### config.mk
export PLATFORM = sky130hd
export DESIGN_NAME = decode_stage_p_flat
export DESIGN_NICKNAME = d
export VERILOG_FILES = /design/src/rtl/decode_stage_p_if.sv /design/src/rtl/decode_stage_p.sv /design/src/flat_wrapper.sv
export SDC_FILE = /design/constraint.sdc
export NUM_CORES = 1
export LEC_CHECK = 0
export CAP_MARGIN = 20
export CORE_AREA = 2 2 142 144
export CTS_CLUSTER_SIZE = 14
export DETAILED_ROUTE_END_ITERATION = 16
export DIE_AREA = 0 0 144 146
export PLACE_DENSITY_LB_ADDON = 0.05
export REMOVE_ABC_BUFFERS = 1
export SYNTH_ARGS = -nofsm -noshare
export SYNTH_HDL_FRONTEND = slang
export SYNTH_SLANG_ARGS = --single-unit
### constraint.sdc
create_clock -name clk -period 1.65 [get_ports clk]
set_clock_uncertainty 0.1 [all_clocks]
set_input_delay 0.33 -clock clk [delete_from_list [all_inputs] [get_ports clk]]
set_output_delay 0.33 -clock clk [all_outputs]
set_load 0.01 [all_outputs]
### src/rtl/decode_stage_p_if.sv
// decode_stage_p_if
//   Bundles the signals between the IF/ID side, the write-back port and the
//   execute stage around decode_stage_p.
//
//   Upstream -> decode : instr_in, instr_valid, flush, wb_en, wb_addr, wb_data
//   Decode -> upstream : hazard_stall
//   Decode -> execute  : ex_valid, ex_ctrl, ex_rdata1, ex_rdata2, ex_imm,
//                        ex_rdst, ex_rsrc1, ex_rsrc2
//
//   Handshake: instr_valid marks instr_in as a real instruction. hazard_stall
//   is the decode stage's "not ready": while it is high the upstream side
//   must hold PC and IF/ID so the same instruction is offered again next
//   cycle. ex_valid marks the ID/EX contents as a real instruction;
//   ex_valid = 0 is a bubble and execute must ignore the control bits.
//
//   master modport: the driver of the decode stage (IF/ID + write-back).
//   slave modport : the decode stage itself.
interface decode_stage_p_if #(
    parameter int DATA_WIDTH     = 16,
    parameter int INSTR_WIDTH    = 32,
    parameter int REG_ADDR_WIDTH = 3
);
    logic [INSTR_WIDTH-1:0]    instr_in;
    logic                      instr_valid;
    logic                      flush;
    logic                      wb_en;
    logic [REG_ADDR_WIDTH-1:0] wb_addr;
    logic [DATA_WIDTH-1:0]     wb_data;

    logic                      hazard_stall;
    logic                      ex_valid;
    logic [7:0]                ex_ctrl;
    logic [DATA_WIDTH-1:0]     ex_rdata1;
    logic [DATA_WIDTH-1:0]     ex_rdata2;
    logic [DATA_WIDTH-1:0]     ex_imm;
    logic [REG_ADDR_WIDTH-1:0] ex_rdst;
    logic [REG_ADDR_WIDTH-1:0] ex_rsrc1;
    logic [REG_ADDR_WIDTH-1:0] ex_rsrc2;

    modport master (
        output instr_in, instr_valid, flush, wb_en, wb_addr, wb_data,
        input  hazard_stall, ex_valid, ex_ctrl, ex_rdata1, ex_rdata2,
               ex_imm, ex_rdst, ex_rsrc1, ex_rsrc2
    );

    modport slave (
        input  instr_in, instr_valid, flush, wb_en, wb_addr, wb_data,
        output hazard_stall, ex_valid, ex_ctrl, ex_rdata1, ex_rdata2,
               ex_imm, ex_rdst, ex_rsrc1, ex_rsrc2
    );
endinterface

### src/rtl/decode_stage_p.sv
// decode_stage_p
//   Decode stage: register file with write-through bypass, control decode,
//   load-use hazard detection and the ID/EX pipeline register.
//
//   Ports:
//     clk  - rising-edge clock
//     rst  - asynchronous reset, active low; clears ID/EX and register file
//     bus  - decode_stage_p_if.slave (instruction/write-back in, ID/EX out)
//
//   ex_ctrl layout: {alu_op[2:0], use_imm, mem_to_reg, mem_write, mem_read,
//                    reg_write}
module decode_stage_p #(
    parameter int DATA_WIDTH     = 16,
    parameter int INSTR_WIDTH    = 32,
    parameter int REG_ADDR_WIDTH = 3
) (
    input logic            clk,
    input logic            rst,
    decode_stage_p_if.slave bus
);
    localparam int NUM_REGS = 2 ** REG_ADDR_WIDTH;

    localparam int CTRL_REG_WRITE  = 0;
    localparam int CTRL_MEM_READ   = 1;
    localparam int CTRL_MEM_WRITE  = 2;
    localparam int CTRL_MEM_TO_REG = 3;
    localparam int CTRL_USE_IMM    = 4;

    // ------------------------------------------------------------------
    // Field extraction
    // ------------------------------------------------------------------
    logic [4:0]                opcode;
    logic [2:0]                rdst_f, rsrc1_f, rsrc2_f;
    logic [REG_ADDR_WIDTH-1:0] rdst, rsrc1, rsrc2;
    logic [DATA_WIDTH-1:0]     imm;
    logic                      unused_ok;

    assign opcode  = bus.instr_in[15:11];
    assign rdst_f  = bus.instr_in[10:8];
    assign rsrc1_f = bus.instr_in[7:5];
    assign rsrc2_f = bus.instr_in[4:2];

    // Narrow register files keep the low bits of each 3-bit field.
    assign rdst  = REG_ADDR_WIDTH'(rdst_f);
    assign rsrc1 = REG_ADDR_WIDTH'(rsrc1_f);
    assign rsrc2 = REG_ADDR_WIDTH'(rsrc2_f);

    // Upper instruction half is the immediate, zero-extended or truncated.
    assign imm = DATA_WIDTH'(bus.instr_in[INSTR_WIDTH-1:16]);

    // instr[1:0] carry no meaning; fields may be partly dropped when narrow.
    assign unused_ok = ^{bus.instr_in[1:0], rdst_f, rsrc1_f, rsrc2_f};

    // ------------------------------------------------------------------
    // Control decode
    // ------------------------------------------------------------------
    logic [7:0] ctrl;
    logic       is_real_op;

    assign is_real_op = bus.instr_valid && (opcode != 5'd0);

    always_comb begin
        ctrl = 8'h00;
        if (is_real_op) begin
            ctrl[7:5] = opcode[2:0];
            unique case (opcode[4:3])
                2'b00: begin
                    ctrl[CTRL_REG_WRITE] = 1'b1;
                end
                2'b01: begin
                    ctrl[CTRL_REG_WRITE] = 1'b1;
                    ctrl[CTRL_USE_IMM]   = 1'b1;
                end
                2'b10: begin
                    ctrl[CTRL_MEM_READ]   = 1'b1;
                    ctrl[CTRL_REG_WRITE]  = 1'b1;
                    ctrl[CTRL_MEM_TO_REG] = 1'b1;
                    ctrl[CTRL_USE_IMM]    = 1'b1;
                end
                default: begin
                    ctrl[CTRL_MEM_WRITE] = 1'b1;
                    ctrl[CTRL_USE_IMM]   = 1'b1;
                end
            endcase
        end
    end

    // ------------------------------------------------------------------
    // Register file with write-through read bypass
    // ------------------------------------------------------------------
    logic [DATA_WIDTH-1:0] regs_q [NUM_REGS];
    logic [DATA_WIDTH-1:0] regs_d [NUM_REGS];
    logic [DATA_WIDTH-1:0] rdata1, rdata2;

    always_comb begin
        regs_d = regs_q;
        if (bus.wb_en) begin
            regs_d[bus.wb_addr] = bus.wb_data;
        end
    end

    always_ff @(posedge clk or negedge rst) begin
        if (!rst) begin
            for (int i = 0; i < NUM_REGS; i++) begin
                regs_q[i] <= '0;
            end
        end else begin
            regs_q <= regs_d;
        end
    end

    // A value being written back this cycle is seen by this cycle's decode.
    assign rdata1 = (bus.wb_en && (bus.wb_addr == rsrc1)) ? bus.wb_data : regs_q[rsrc1];
    assign rdata2 = (bus.wb_en && (bus.wb_addr == rsrc2)) ? bus.wb_data : regs_q[rsrc2];

    // ------------------------------------------------------------------
    // ID/EX register state
    // ------------------------------------------------------------------
    logic                      ex_valid_q,  ex_valid_d;
    logic [7:0]                ex_ctrl_q,   ex_ctrl_d;
    logic [DATA_WIDTH-1:0]     ex_rdata1_q, ex_rdata1_d;
    logic [DATA_WIDTH-1:0]     ex_rdata2_q, ex_rdata2_d;
    logic [DATA_WIDTH-1:0]     ex_imm_q,    ex_imm_d;
    logic [REG_ADDR_WIDTH-1:0] ex_rdst_q,   ex_rdst_d;
    logic [REG_ADDR_WIDTH-1:0] ex_rsrc1_q,  ex_rsrc1_d;
    logic [REG_ADDR_WIDTH-1:0] ex_rsrc2_q,  ex_rsrc2_d;

    // ------------------------------------------------------------------
    // Load-use hazard: the load in EX has not produced its data yet, so a
    // dependent instruction must wait one cycle. Only sources the opcode
    // actually reads are compared (rsrc2 is unused by immediate forms).
    // ------------------------------------------------------------------
    logic uses_rsrc1, uses_rsrc2, hazard_stall;

    assign uses_rsrc1 = is_real_op;
    assign uses_rsrc2 = is_real_op && !ctrl[CTRL_USE_IMM];

    assign hazard_stall = ex_valid_q && ex_ctrl_q[CTRL_MEM_READ] &&
                          ((uses_rsrc1 && (ex_rdst_q == rsrc1)) ||
                           (uses_rsrc2 && (ex_rdst_q == rsrc2)));

    // ------------------------------------------------------------------
    // ID/EX next state: flush or stall inserts a single all-zero bubble.
    // ------------------------------------------------------------------
    always_comb begin
        ex_valid_d  = bus.instr_valid;
        ex_ctrl_d   = ctrl;
        ex_rdata1_d = rdata1;
        ex_rdata2_d = rdata2;
        ex_imm_d    = imm;
        ex_rdst_d   = rdst;
        ex_rsrc1_d  = rsrc1;
        ex_rsrc2_d  = rsrc2;
        if (bus.flush || hazard_stall) begin
            ex_valid_d  = 1'b0;
            ex_ctrl_d   = 8'h00;
            ex_rdata1_d = '0;
            ex_rdata2_d = '0;
            ex_imm_d    = '0;
            ex_rdst_d   = '0;
            ex_rsrc1_d  = '0;
            ex_rsrc2_d  = '0;
        end
    end

    always_ff @(posedge clk or negedge rst) begin
        if (!rst) begin
            ex_valid_q  <= 1'b0;
            ex_ctrl_q   <= 8'h00;
            ex_rdata1_q <= '0;
            ex_rdata2_q <= '0;
            ex_imm_q    <= '0;
            ex_rdst_q   <= '0;
            ex_rsrc1_q  <= '0;
            ex_rsrc2_q  <= '0;
        end else begin
            ex_valid_q  <= ex_valid_d;
            ex_ctrl_q   <= ex_ctrl_d;
            ex_rdata1_q <= ex_rdata1_d;
            ex_rdata2_q <= ex_rdata2_d;
            ex_imm_q    <= ex_imm_d;
            ex_rdst_q   <= ex_rdst_d;
            ex_rsrc1_q  <= ex_rsrc1_d;
            ex_rsrc2_q  <= ex_rsrc2_d;
        end
    end

    assign bus.hazard_stall = hazard_stall;
    assign bus.ex_valid     = ex_valid_q;
    assign bus.ex_ctrl      = ex_ctrl_q;
    assign bus.ex_rdata1    = ex_rdata1_q;
    assign bus.ex_rdata2    = ex_rdata2_q;
    assign bus.ex_imm       = ex_imm_q;
    assign bus.ex_rdst      = ex_rdst_q;
    assign bus.ex_rsrc1     = ex_rsrc1_q;
    assign bus.ex_rsrc2     = ex_rsrc2_q;

endmodule

### src/flat_wrapper.sv
// flat-port wrapper written by rule: the top's interface ports become plain ports
module decode_stage_p_flat 
#(
    parameter int DATA_WIDTH     = 16,
    parameter int INSTR_WIDTH    = 32,
    parameter int REG_ADDR_WIDTH = 3
)
  (clk, rst, bus_instr_in, bus_instr_valid, bus_flush, bus_wb_en, bus_wb_addr, bus_wb_data, bus_hazard_stall, bus_ex_valid, bus_ex_ctrl, bus_ex_rdata1, bus_ex_rdata2, bus_ex_imm, bus_ex_rdst, bus_ex_rsrc1, bus_ex_rsrc2);
  decode_stage_p_if #(.DATA_WIDTH(DATA_WIDTH), .INSTR_WIDTH(INSTR_WIDTH), .REG_ADDR_WIDTH(REG_ADDR_WIDTH)) bus_i ();
  input logic clk;
  input logic rst;
  input wire logic [$bits(bus_i.instr_in)-1:0] bus_instr_in;
  input wire logic [$bits(bus_i.instr_valid)-1:0] bus_instr_valid;
  input wire logic [$bits(bus_i.flush)-1:0] bus_flush;
  input wire logic [$bits(bus_i.wb_en)-1:0] bus_wb_en;
  input wire logic [$bits(bus_i.wb_addr)-1:0] bus_wb_addr;
  input wire logic [$bits(bus_i.wb_data)-1:0] bus_wb_data;
  output wire logic [$bits(bus_i.hazard_stall)-1:0] bus_hazard_stall;
  output wire logic [$bits(bus_i.ex_valid)-1:0] bus_ex_valid;
  output wire logic [$bits(bus_i.ex_ctrl)-1:0] bus_ex_ctrl;
  output wire logic [$bits(bus_i.ex_rdata1)-1:0] bus_ex_rdata1;
  output wire logic [$bits(bus_i.ex_rdata2)-1:0] bus_ex_rdata2;
  output wire logic [$bits(bus_i.ex_imm)-1:0] bus_ex_imm;
  output wire logic [$bits(bus_i.ex_rdst)-1:0] bus_ex_rdst;
  output wire logic [$bits(bus_i.ex_rsrc1)-1:0] bus_ex_rsrc1;
  output wire logic [$bits(bus_i.ex_rsrc2)-1:0] bus_ex_rsrc2;
  assign bus_i.instr_in = bus_instr_in;
  assign bus_i.instr_valid = bus_instr_valid;
  assign bus_i.flush = bus_flush;
  assign bus_i.wb_en = bus_wb_en;
  assign bus_i.wb_addr = bus_wb_addr;
  assign bus_i.wb_data = bus_wb_data;
  assign bus_hazard_stall = bus_i.hazard_stall;
  assign bus_ex_valid = bus_i.ex_valid;
  assign bus_ex_ctrl = bus_i.ex_ctrl;
  assign bus_ex_rdata1 = bus_i.ex_rdata1;
  assign bus_ex_rdata2 = bus_i.ex_rdata2;
  assign bus_ex_imm = bus_i.ex_imm;
  assign bus_ex_rdst = bus_i.ex_rdst;
  assign bus_ex_rsrc1 = bus_i.ex_rsrc1;
  assign bus_ex_rsrc2 = bus_i.ex_rsrc2;
  decode_stage_p #(.DATA_WIDTH(DATA_WIDTH), .INSTR_WIDTH(INSTR_WIDTH), .REG_ADDR_WIDTH(REG_ADDR_WIDTH)) u_core (.clk(clk), .rst(rst), .bus(bus_i));
endmodule
After elaboration in Yosys (flattened, before gate mapping)
Index checks and enable logic that the tools add are counted.
{ "word_totals": {"reg_bits": 194, "input_bits": 56, "out_inout_bits": 67, "elab_cells": 68} }
{ "classes": {"magnitude_cmp": 4, "n_eq_ne": 6, "muxes": 24, "n_bitwise": 3, "n_reduce_logical": 15} }
{ "ops": {"columns": ["cell", "n"], "rows": [
  ["16-bit 2-to-1 mux", 10],
  ["128-bit bitwise mux", 1],
  ["16-bit binary-select mux with 3-bit select", 2],
  ["16-bit demux with 3-bit select", 1],
  ["8-bit 2-to-1 mux", 2],
  ["3-bit == test", 4],
  ["4-bit >= comparator, second input constant", 3],
  ["3-bit NOT with 4-bit output", 3],
  ["1-bit logical AND", 9],
  ["3-bit 2-to-1 mux", 3],
  ["1-bit 2-to-1 mux", 5],
  ["5-bit nonzero test", 1],
  ["4-bit by 1-bit less-than comparator with 1-bit output, second input constant", 1],
  ["3-bit OR reduction", 1],
  ["2-bit by 1-bit == test with 1-bit output, second input constant", 1],
  ["2-bit == test, second input constant", 1],
  ["2-bit zero test", 1],
  ["1-bit logical OR", 2],
  ["1-bit zero test", 1]
]} }

Longest topological paths before layout
Gate-level depths: netlist (run 1).
{ "logic_depth": {"depth_word": 11, "mapped_depth": 7, "depth_no_buf": 4} }

Worst setup path before layout (run 1)
Ideal clock, no wire load.
{ "synth_path": {"kind": "input port to output port", "start": "input port bus_instr_in[3]", "end": "output port bus_hazard_stall", "arrival_time_ps": 1351, "required_time_ps": 1220, "slack_ps": -131, "path_stages": 6, "n_path_buf": 3, "cell_sequence": "buf_6 > xnor2_1 > nand4_1 > a211oi_2 > buf_6 > buf_4"} }
{ "synth_between": {"elab_chain_len": 4} }
{ "synth_rtl": {"columns": ["element", "line", "source"], "rows": [
  ["from (decl)", "flat_wrapper.sv:12", "input wire logic [$bits(bus_i.instr_in)-1:0] bus_instr_in;"],
  ["3-bit == test", "decode_stage_p.sv:140", "(uses_rsrc2 && (ex_rdst_q == rsrc2)));"],
  ["1-bit logical AND", "decode_stage_p.sv:140", null],
  ["1-bit logical OR", "decode_stage_p.sv:139", "((uses_rsrc1 && (ex_rdst_q == rsrc1)) ||"],
  ["1-bit logical AND", "decode_stage_p.sv:138", "assign hazard_stall = ex_valid_q && ex_ctrl_q[CTRL_MEM_READ] &&"],
  ["to (decl)", "flat_wrapper.sv:18", "output wire logic [$bits(bus_i.hazard_stall)-1:0] bus_hazard_stall;"]
]} }
Every way passes these cells.

Worst setup path after layout (run 1)
{ "layout_path": {"start": "register u_core.ex_rdst_q[2], in the netlist u_core.bus.ex_rdst[2]", "end": "output port bus_hazard_stall"} }
{ "layout_between": {"elab_chain_len": 4, "elab_cells_between_ends": 6, "cone_classes": "eq/ne (2); reduce/logical (4)"} }
{ "layout_rtl": {"columns": ["element", "line", "source"], "rows": [
  ["from (decl)", "decode_stage_p.sv:124", "logic [REG_ADDR_WIDTH-1:0] ex_rdst_q, ex_rdst_d;"],
  ["from (signal assigned)", "decode_stage_p.sv:182", "ex_rdst_q <= ex_rdst_d;"],
  ["3-bit == test, on equally long branches", "decode_stage_p.sv:139, decode_stage_p.sv:140", null],
  ["1-bit logical AND, on equally long branches", "decode_stage_p.sv:139, decode_stage_p.sv:140", null],
  ["1-bit logical OR (*)", "decode_stage_p.sv:139", null],
  ["1-bit logical AND (*)", "decode_stage_p.sv:138", null]
]} }
Every way passes the cells marked *; elsewhere a longest branch is shown, timed or not.

==> results of run 1 <==
-- layout make-up --
class / count / share of cell area, %
multi-input cells: 357 / 38.1
flip-flops and latches: 193 / 36.6
repair buffers: 225 / 18.2
clock buffers: 20 / 3.46
well taps: 265 / 2.52
clock inverters: 12 / 0.997
-- layer usage --
layer	up-vias	part of all wire (%)	wire, um
li1	2738	-	-
met1	3328	43	11200
met2	178	51	13400
met3	31	4.0	1050
met4	0	1.8	465
met5	-	0	0
-- Yosys cell counts --
cell type and instances:
dfrtp_1 193, mux2_2 120, mux4_1 35, mux2i_1 32, nor2_1 32, mux4_2 29
nor3b_1 26, buf_2 21, a2111oi_2 17, a2111oi_1 15, xnor2_1 12, buf_1 11
buf_4 9, buf_6 9, mux2_1 8, clkbuf_1 7, clkbuf_2 6, nand2_1 6
buf_8 4, nor3_1 4, buf_12 3, nand4b_1 3, nand3_1 2, nand4_1 2
nand4_2 2, nor3b_4 2, nor4b_2 2, a211oi_2 1, nand2b_4 1, nand3b_1 1
nor2_2 1, nor3_2 1, nor3_4 1, nor4_1 1, nor4b_4 1
-- flip-flops by register name (all words and copies together) (netlist names) --
| signal | count |
|---|---|
| u_core.bus.ex_rdata1 | 16 |
| u_core.bus.ex_imm | 16 |
| u_core.bus.ex_rsrc1 | 3 |
| u_core.bus.ex_ctrl | 7 |
| u_core.bus.ex_valid | 1 |
| u_core.bus.ex_rsrc2 | 3 |
| u_core.bus.ex_rdata2 | 16 |
| u_core.bus.ex_rdst | 3 |
| u_core.regs_q | 128 |
-- metrics by stage --
step	setup WS (ns)	instance area (um^2)
2_1_floorplan	-2.23	9270
3_3_place_gp	-1.03	11600
3_5_place_dp	-1.01	11600
4_1_cts	-0.513	12900
5_1_grt	-0.615	13200
6_report	-0.551	13200
-- final timing paths --
kind | depth (start not counted) | endpoint
min in group clk | 3 | u_core.bus.ex_ctrl[4]$_DFF_PN0_
hold / removal | 2 | u_core.bus.ex_ctrl[7]$_DFF_PN0_
max in group asynchronous | 3 | u_core.regs_q[46]$_DFFE_PN0P_
setup / recovery | 4 | bus_hazard_stall
setup reg to reg | 9 | u_core.bus.ex_rdata1[1]$_DFF_PN0_
hold reg to reg | 1 | u_core.regs_q[125]$_DFFE_PN0P_
-- power by group through the flow --
stage / clock [mW] / combinational [mW] / sequential [mW]
3_5_place_dp: 0 / 3.06 / 6.22
5_1_grt: 4.46 / 3.54 / 6.25
3_3_place_gp: 0 / 2.99 / 6.14
6_report: 4.14 / 3.31 / 6.15
4_1_cts: 4.22 / 3.17 / 6.13
2_1_floorplan: 0 / 1.73 / 6.11
-- placed cells by master, fill, tap and decap left out, drive strengths merged, types with 3 or more instances in the layout --
master         netlist  routed
a2111oi             32      32
buf                 57     107
clkbuf              13      24
clkdlybuf4s50        0      42
clkinv               0       4
clkinvlp             0       4
dfrtp              193     193
dlygate4sd2          0      69
mux2               128     128
mux2i               32      32
mux4                64      64
nand2                6       6
nand4                4       4
nand4b               3       3
nor2                33      33
nor3                 6       6
nor3b               28      28
nor4b                3       3
xnor2               12      12
-- repair_timing --
| item | 4_1_cts | 5_1_grt |
|---|---|---|
| pin swaps | 18 | 28 |
| hold buffers | 1 | 0 |
| gates resized for setup | 160 | 50 |
| buffers inserted | 11 | 3 |
| cloned | 9 | 1 |
| setup endpoints to repair | 206 | 70 |
| hold endpoints to repair | 30 | 0 |
-- critical path: stages, from the launching register on --
cell	delay, ns
dfrtp_2	0.49
xnor2_4	0.20
nand4_1	0.20
a211oi_4	0.28
buf_2	0.18
-- cell families (layout without fill, tap and decap cells) --
logic type	after synthesis	count (layout)	synth area share, %
and+or+nand+nor	88	88	5.97
buffers and inverters	70	257	5.04
AOI/OAI and AO/OA	33	33	4.28
muxes	224	224	34.2
DFF	193	193	49.5
xor gates and xnor gates	12	12	1.08
==> metrics.md, run 1 <==
| Metric | Value |
|---|---|
| Worst r2r src | `u_core.bus.ex_rdst[2]$_DFF_PN0_` |
| Final Wtd Congestion | `0.811` |
| Routed Antenna Nets | `0` |
| Largest net degree at the start of global routing | `43` |
| Clk sinks | `193` |
| Int Pwr | `9.93 mW` |
| Via/cell ratio | `5.85` |
| Crit path launch type | `flip-flop` |
| TritonCTS clock tree | `done` |
| CTS root buf | `clkbuf_16` |
| CTS max path bufs | `2` |
| Vias in the first global route | `6,873` |
| Clk_lat worst skew | `0.43 ns` |
| Global-route usage over all layers | `25.8%` |
| Residual DRC | `0` |
| Flop and latch count out of synthesis | `193` |
| Layout fillers | `1,359` |
| Worst setup EP type | `output port` |
| Footprint of the multi-input gates | `0.00503 mm^2` |
| Core Area | `0.0193 mm^2` |
| Max Slew Vio Count | `0` |
| Crit Path Max Fanout | `3` |
| Setup violators final | `69` |
| Detailed Route WL | `26,100 um` |
| Leak | `5.68 nW` |
| CP startpoint | `u_core.bus.ex_rdst[2]$_DFF_PN0_` |
| YS warnings | `0` |
| Synth area leaders | `dfrtp_1 (49%), mux2_2 (14%), mux4_1 (9.4%), mux4_2 (6.7%), mux2i_1 (3.3%)` |
| Headroom to the max-slew limit | `58.4%` |
| Top achievable clock speed | `454 MHz` |
| Ports | `123` |
| Sequential Area | `0.00483 mm^2` |
| Tcrit/Tclk final | `133%` |
| M1 GR Usage | `34.9%` |
| Crit Path Class | `reg2out` |
| Nets | `850` |
| Register share of total power | `45.2%` |
| Syn Inst Count | `620` |
| Starting Density | `50.5%` |
| N_diodes | `0` |
| Max_cap viols | `0` |
| Fin Hold WS | `0.285 ns` |
| Drt first pass iters | `4` |
| Post-Syn Area | `0.00976 mm^2` |
| Clk slew on worst S/H paths | `0.07 ns` |
| Height of the die | `146 um` |
| Violated checks | `setup timing` |
| Worst Tran Pin Value | `0.623 ns` |
| First-pass GRT wire length | `40,300 um` |
| Port Buffers | `120` |
| FF-to-FF setup slack | `-0.52 ns` |
| Clk pwr share | `30.4%` |
| Row cnt | `51` |
| Status | `complete, but fails checks` |
| Share of layout cells above drive strength 1 | `44.4%` |
| Worst VDD drop | `835 uV` |
| Die width | `144 um` |
| Minimum clock period | `2.20 ns` |
| Htree depth | `4` |
| Area delta synth->final | `35.0%` |
| GRT overflow | `0` |
| Largest area contributor in the netlist | `dfrtp_1` |
| Total placed cells including tap cells | `1,020` |
| Initial DRC count | `332` |
| Final design utilization | `68.2%` |
| Drt wl/cell | `24.4 um` |
| Area fraction of the dominant cell type after synthesis | `49.5%` |
| Syn Area/Cell | `15.7 um^2` |
| Final hold vios | `0` |
| Vias post-DR | `6,275` |
| CP Data Arrival Time | `1.77 ns` |
| Total power | `13.6 mW` |
| RSZ-0062 raised after global routing | `yes` |
| Final WS setup | `-0.551 ns` |
| Initial antenna violation count | `0` |
| Comb pwr share | `24.4%` |
| Final Non-Filler Cells | `1,072` |
| CTS buffer count | `17` |
| Post-detail-place hpwl | `16,700 um` |
| Hold crit path type | `in2async` |
| Worst EP required | `1.22 ns` |
| Switching Fraction | `27.0%` |
| PwrDens | `1030 mW/mm^2` |
| M2 GR Usage | `43.2%` |
| GRT Max-Usage Layer | `met2` |
| Switching power | `3.67 mW` |
| Setup TNS Final | `-23.98 ns` |
| Die ar. | `0.0210 mm^2` |
| Met3 Use GR | `4.38%` |
| Library cells used by synthesis | `35` |
| Register area share after synthesis | `49.5%` |
No activity file was read; power rests on OpenSTA's default activity.
==> inputs of run 2 (changes only) <==
- CORE_AREA: 2 2 142 144 -> 2 2 182 113
- DIE_AREA: 0 0 144 146 -> 0 0 184 115
==> metrics.md, run 2 (same netlist as run 1, synthesis figures left out) <==
| Metric | Value |
|---|---|
| Status | `complete, but fails checks` |
| Crit Path Max Fanout | `3 (unchanged)` |
| Worst path buffer plus inverter count | `1 (unchanged)` |
| FF-to-FF setup slack | `-0.35 ns (+0.17 ns)` |
| Vias in the first global route | `6,789 (-1.2%)` |
| Final WS setup | `-0.483 ns (+0.0681 ns)` |
| Die width | `184 um (+28%)` |
| RSZ-0062 raised after global routing | `yes` |
| CP Cell Sequence | `xnor2_2, nand3_2, a211oi_4, buf_2` |
| Max reg flops | `128 (unchanged)` |
| Leak | `5.67 nW (-0.18%)` |
| CTS root buf | `clkbuf_16` |
| Most frequent cells in the layout | `dfrtp_1 (190), mux2_2 (120), dlygate4sd2_1 (65), buf_4 (58), clkdlybuf4s50_1 (41)` |
| Vias post-DR | `6,423 (+2.4%)` |
| Clk sinks | `193 (unchanged)` |
| Ports | `123 (unchanged)` |
| Htree depth | `4 (unchanged)` |
| PwrDens | `1070 mW/mm^2 (+3.8%)` |
| Minimum clock period | `2.13 ns (-0.0681 ns)` |
| Max_cap viols | `0 (unchanged)` |
| Final hold vios | `0 (unchanged)` |
| Hold crit path type | `in2reg` |
| Headroom to the max-slew limit | `76.7% (+18 points)` |
| Residual DRC | `0 (unchanged)` |
| Fin Hold WS | `0.217 ns (-0.0685 ns)` |
| Max stage delay on crit path | `0.47 ns (-0.02 ns)` |
| Starting Density | `50.0% (-0.48 points)` |
| Top achievable clock speed | `469 MHz (+3.2%)` |
| Largest net degree at the start of global routing | `51 (+19%)` |
| Via/cell ratio | `6.07 (+3.7%)` |
| Area delta synth->final | `31.9%` |
| Die ar. | `0.0212 mm^2 (+0.65%)` |
| Nets | `848 (-0.24%)` |
| Reg2Reg Depth | `7 (-2)` |
| Row cnt | `40 (-22%)` |
| First-pass GRT wire length | `41,900 um (+4.0%)` |
| Destination of the critical timing path | `bus_hazard_stall` |
| Reg2reg end | `u_core.bus.ex_rdata2[10]$_DFF_PN0_` |
| Max Slew Vio Count | `0 (unchanged)` |
| Tcrit/Tclk final | `129% (-4.1 points)` |
| WP depth | `4 (unchanged)` |
| Worst r2r src | `u_core.bus.ex_rdst[2]$_DFF_PN0_` |
| GRT overflow | `0 (unchanged)` |
| CP startpoint | `u_core.bus.ex_rdst[2]$_DFF_PN0_` |
| Pre-CTS setup slack | `-0.921 ns (+0.0858 ns)` |
| Crit Path Class | `reg2out` |
| Worst setup EP type | `output port` |
| Core Area | `0.0195 mm^2 (+0.95%)` |
| CP Data Arrival Time | `1.70 ns (-0.07 ns)` |
| Biggest register | `u_core.regs_q` |
| Drt first pass iters | `5 (+1)` |
| Initial DRC count | `432 (+30%)` |
| Drt wl/cell | `25.9 um (+6.5%)` |
| CTS buffer count | `17 (unchanged)` |
| Port Buffers | `120 (unchanged)` |
| Clk slew on worst S/H paths | `0.07 ns (about the same)` |
| Initial antenna violation count | `1 (+1)` |
| Violated checks | `setup timing` |
| Most common cell after layout, fill and taps aside | `dfrtp_1` |
| Final Wtd Congestion | `0.783 (-3.5%)` |
| CTS max path bufs | `2 (unchanged)` |
| Setup violators final | `67 (-2.9%)` |
| CP delay by family, top | `flip-flops` |
| Detailed Route WL | `27,500 um (+5.2%)` |
| TritonCTS clock tree | `done` |
| Routed Antenna Nets | `0 (unchanged)` |
| Slowest cell on the critical path | `dfrtp_2` |
| Height of the die | `115 um (-21%)` |
| Worst EP required | `1.22 ns (about the same)` |
| Worst Tran Pin Value | `0.339 ns (-0.284 ns)` |
| Global-route usage over all layers | `27.4% (+1.6 points)` |
| Clk_lat worst skew | `0.45 ns (+0.02 ns)` |
| Worst VDD drop | `806 uV (-3.4%)` |
| Post-detail-place hpwl | `16,700 um (+0.47%)` |
| Crit path launch type | `flip-flop` |
| Share of layout cells above drive strength 1 | `43.2% (-1.1 points)` |
-- run 2: what timing repair did --
action | CTS | global route
cloned | 7 | 0
buffers inserted | 19 | 5
endpoints found under the hold margin | 32 | 0
pin swaps | 8 | 4
gates resized for setup | 140 | 28
hold buffers | 1 | 0
endpoints found under the setup margin | 196 | 150
-- run 2: power breakdown --
group / internal (mW) / leakage (nW) / switching, mW / total, mW
combinational: 1.94 / 2.99 / 1.26 / 3.20
clock: 2.54 / 0.301 / 1.89 / 4.43
sequential: 5.60 / 2.38 / 0.564 / 6.16
total: 10.1 / 5.67 / 3.71 / 13.8
-- run 2: how the worst min path moves through the flow --
| stage | slack (ns) | end | start | cells past startpoint |
|---|---|---|---|---|
| 3_3_place_gp | 0.17 | u_core.regs_q[103]$_DFFE_PN0P_ | rst | 1 |
| 3_5_place_dp | 0.17 | u_core.regs_q[103]$_DFFE_PN0P_ | rst | 1 |
| 5_1_grt | 0.21 | u_core.bus.ex_ctrl[3]$_DFF_PN0_ | bus_instr_in[15] | 3 |
| 2_1_floorplan | -0.07 | u_core.bus.ex_ctrl[0]$_DFF_PN0_ | rst | 0 |
| 4_1_cts | 0.20 | u_core.bus.ex_ctrl[3]$_DFF_PN0_ | bus_instr_in[15] | 3 |
| 6_report | 0.22 | u_core.bus.ex_ctrl[3]$_DFF_PN0_ | bus_instr_in[15] | 3 |
-- run 2: routing by layer --
| metal | track usage [%] | part of all wire (%) |
|---|---|---|
| met1 | 38.4 | 45 |
| met2 | 43.7 | 48 |
| met5 | 0 | 0 |
| met4 | 8.43 | 1.8 |
| met3 | 5.48 | 4.5 |
-- run 2: metrics by stage --
step                utilization, %  power (mW)  cells  TNS [ns]  cell area, um^2
floorplan                        -        7.84    550   -144.60             9270
global placement              59.0        9.11    995   -106.72            11500
detailed placement            59.0        9.27    995   -111.91            11500
CTS                           64.8        13.7   1054    -17.96            12700
global route                  66.0        14.4   1058    -22.29            12900
finish                        66.0        13.8   1058    -18.26            12900
-- run 2: layout make-up --
type	instances	area [um^2]
tap	252	315
multi-input combinational	357	4750
antenna	1	2.50
clock inverter	13	183
clock buffer	19	433
sequential	193	4830
timing repair buffer	223	2350
fill	1379	6650
-- run 2: worst min-delay path: stages --
cell           delay, ns
dlygate4sd2_1       0.26
nand3b_1            0.09
nor3_1              0.04
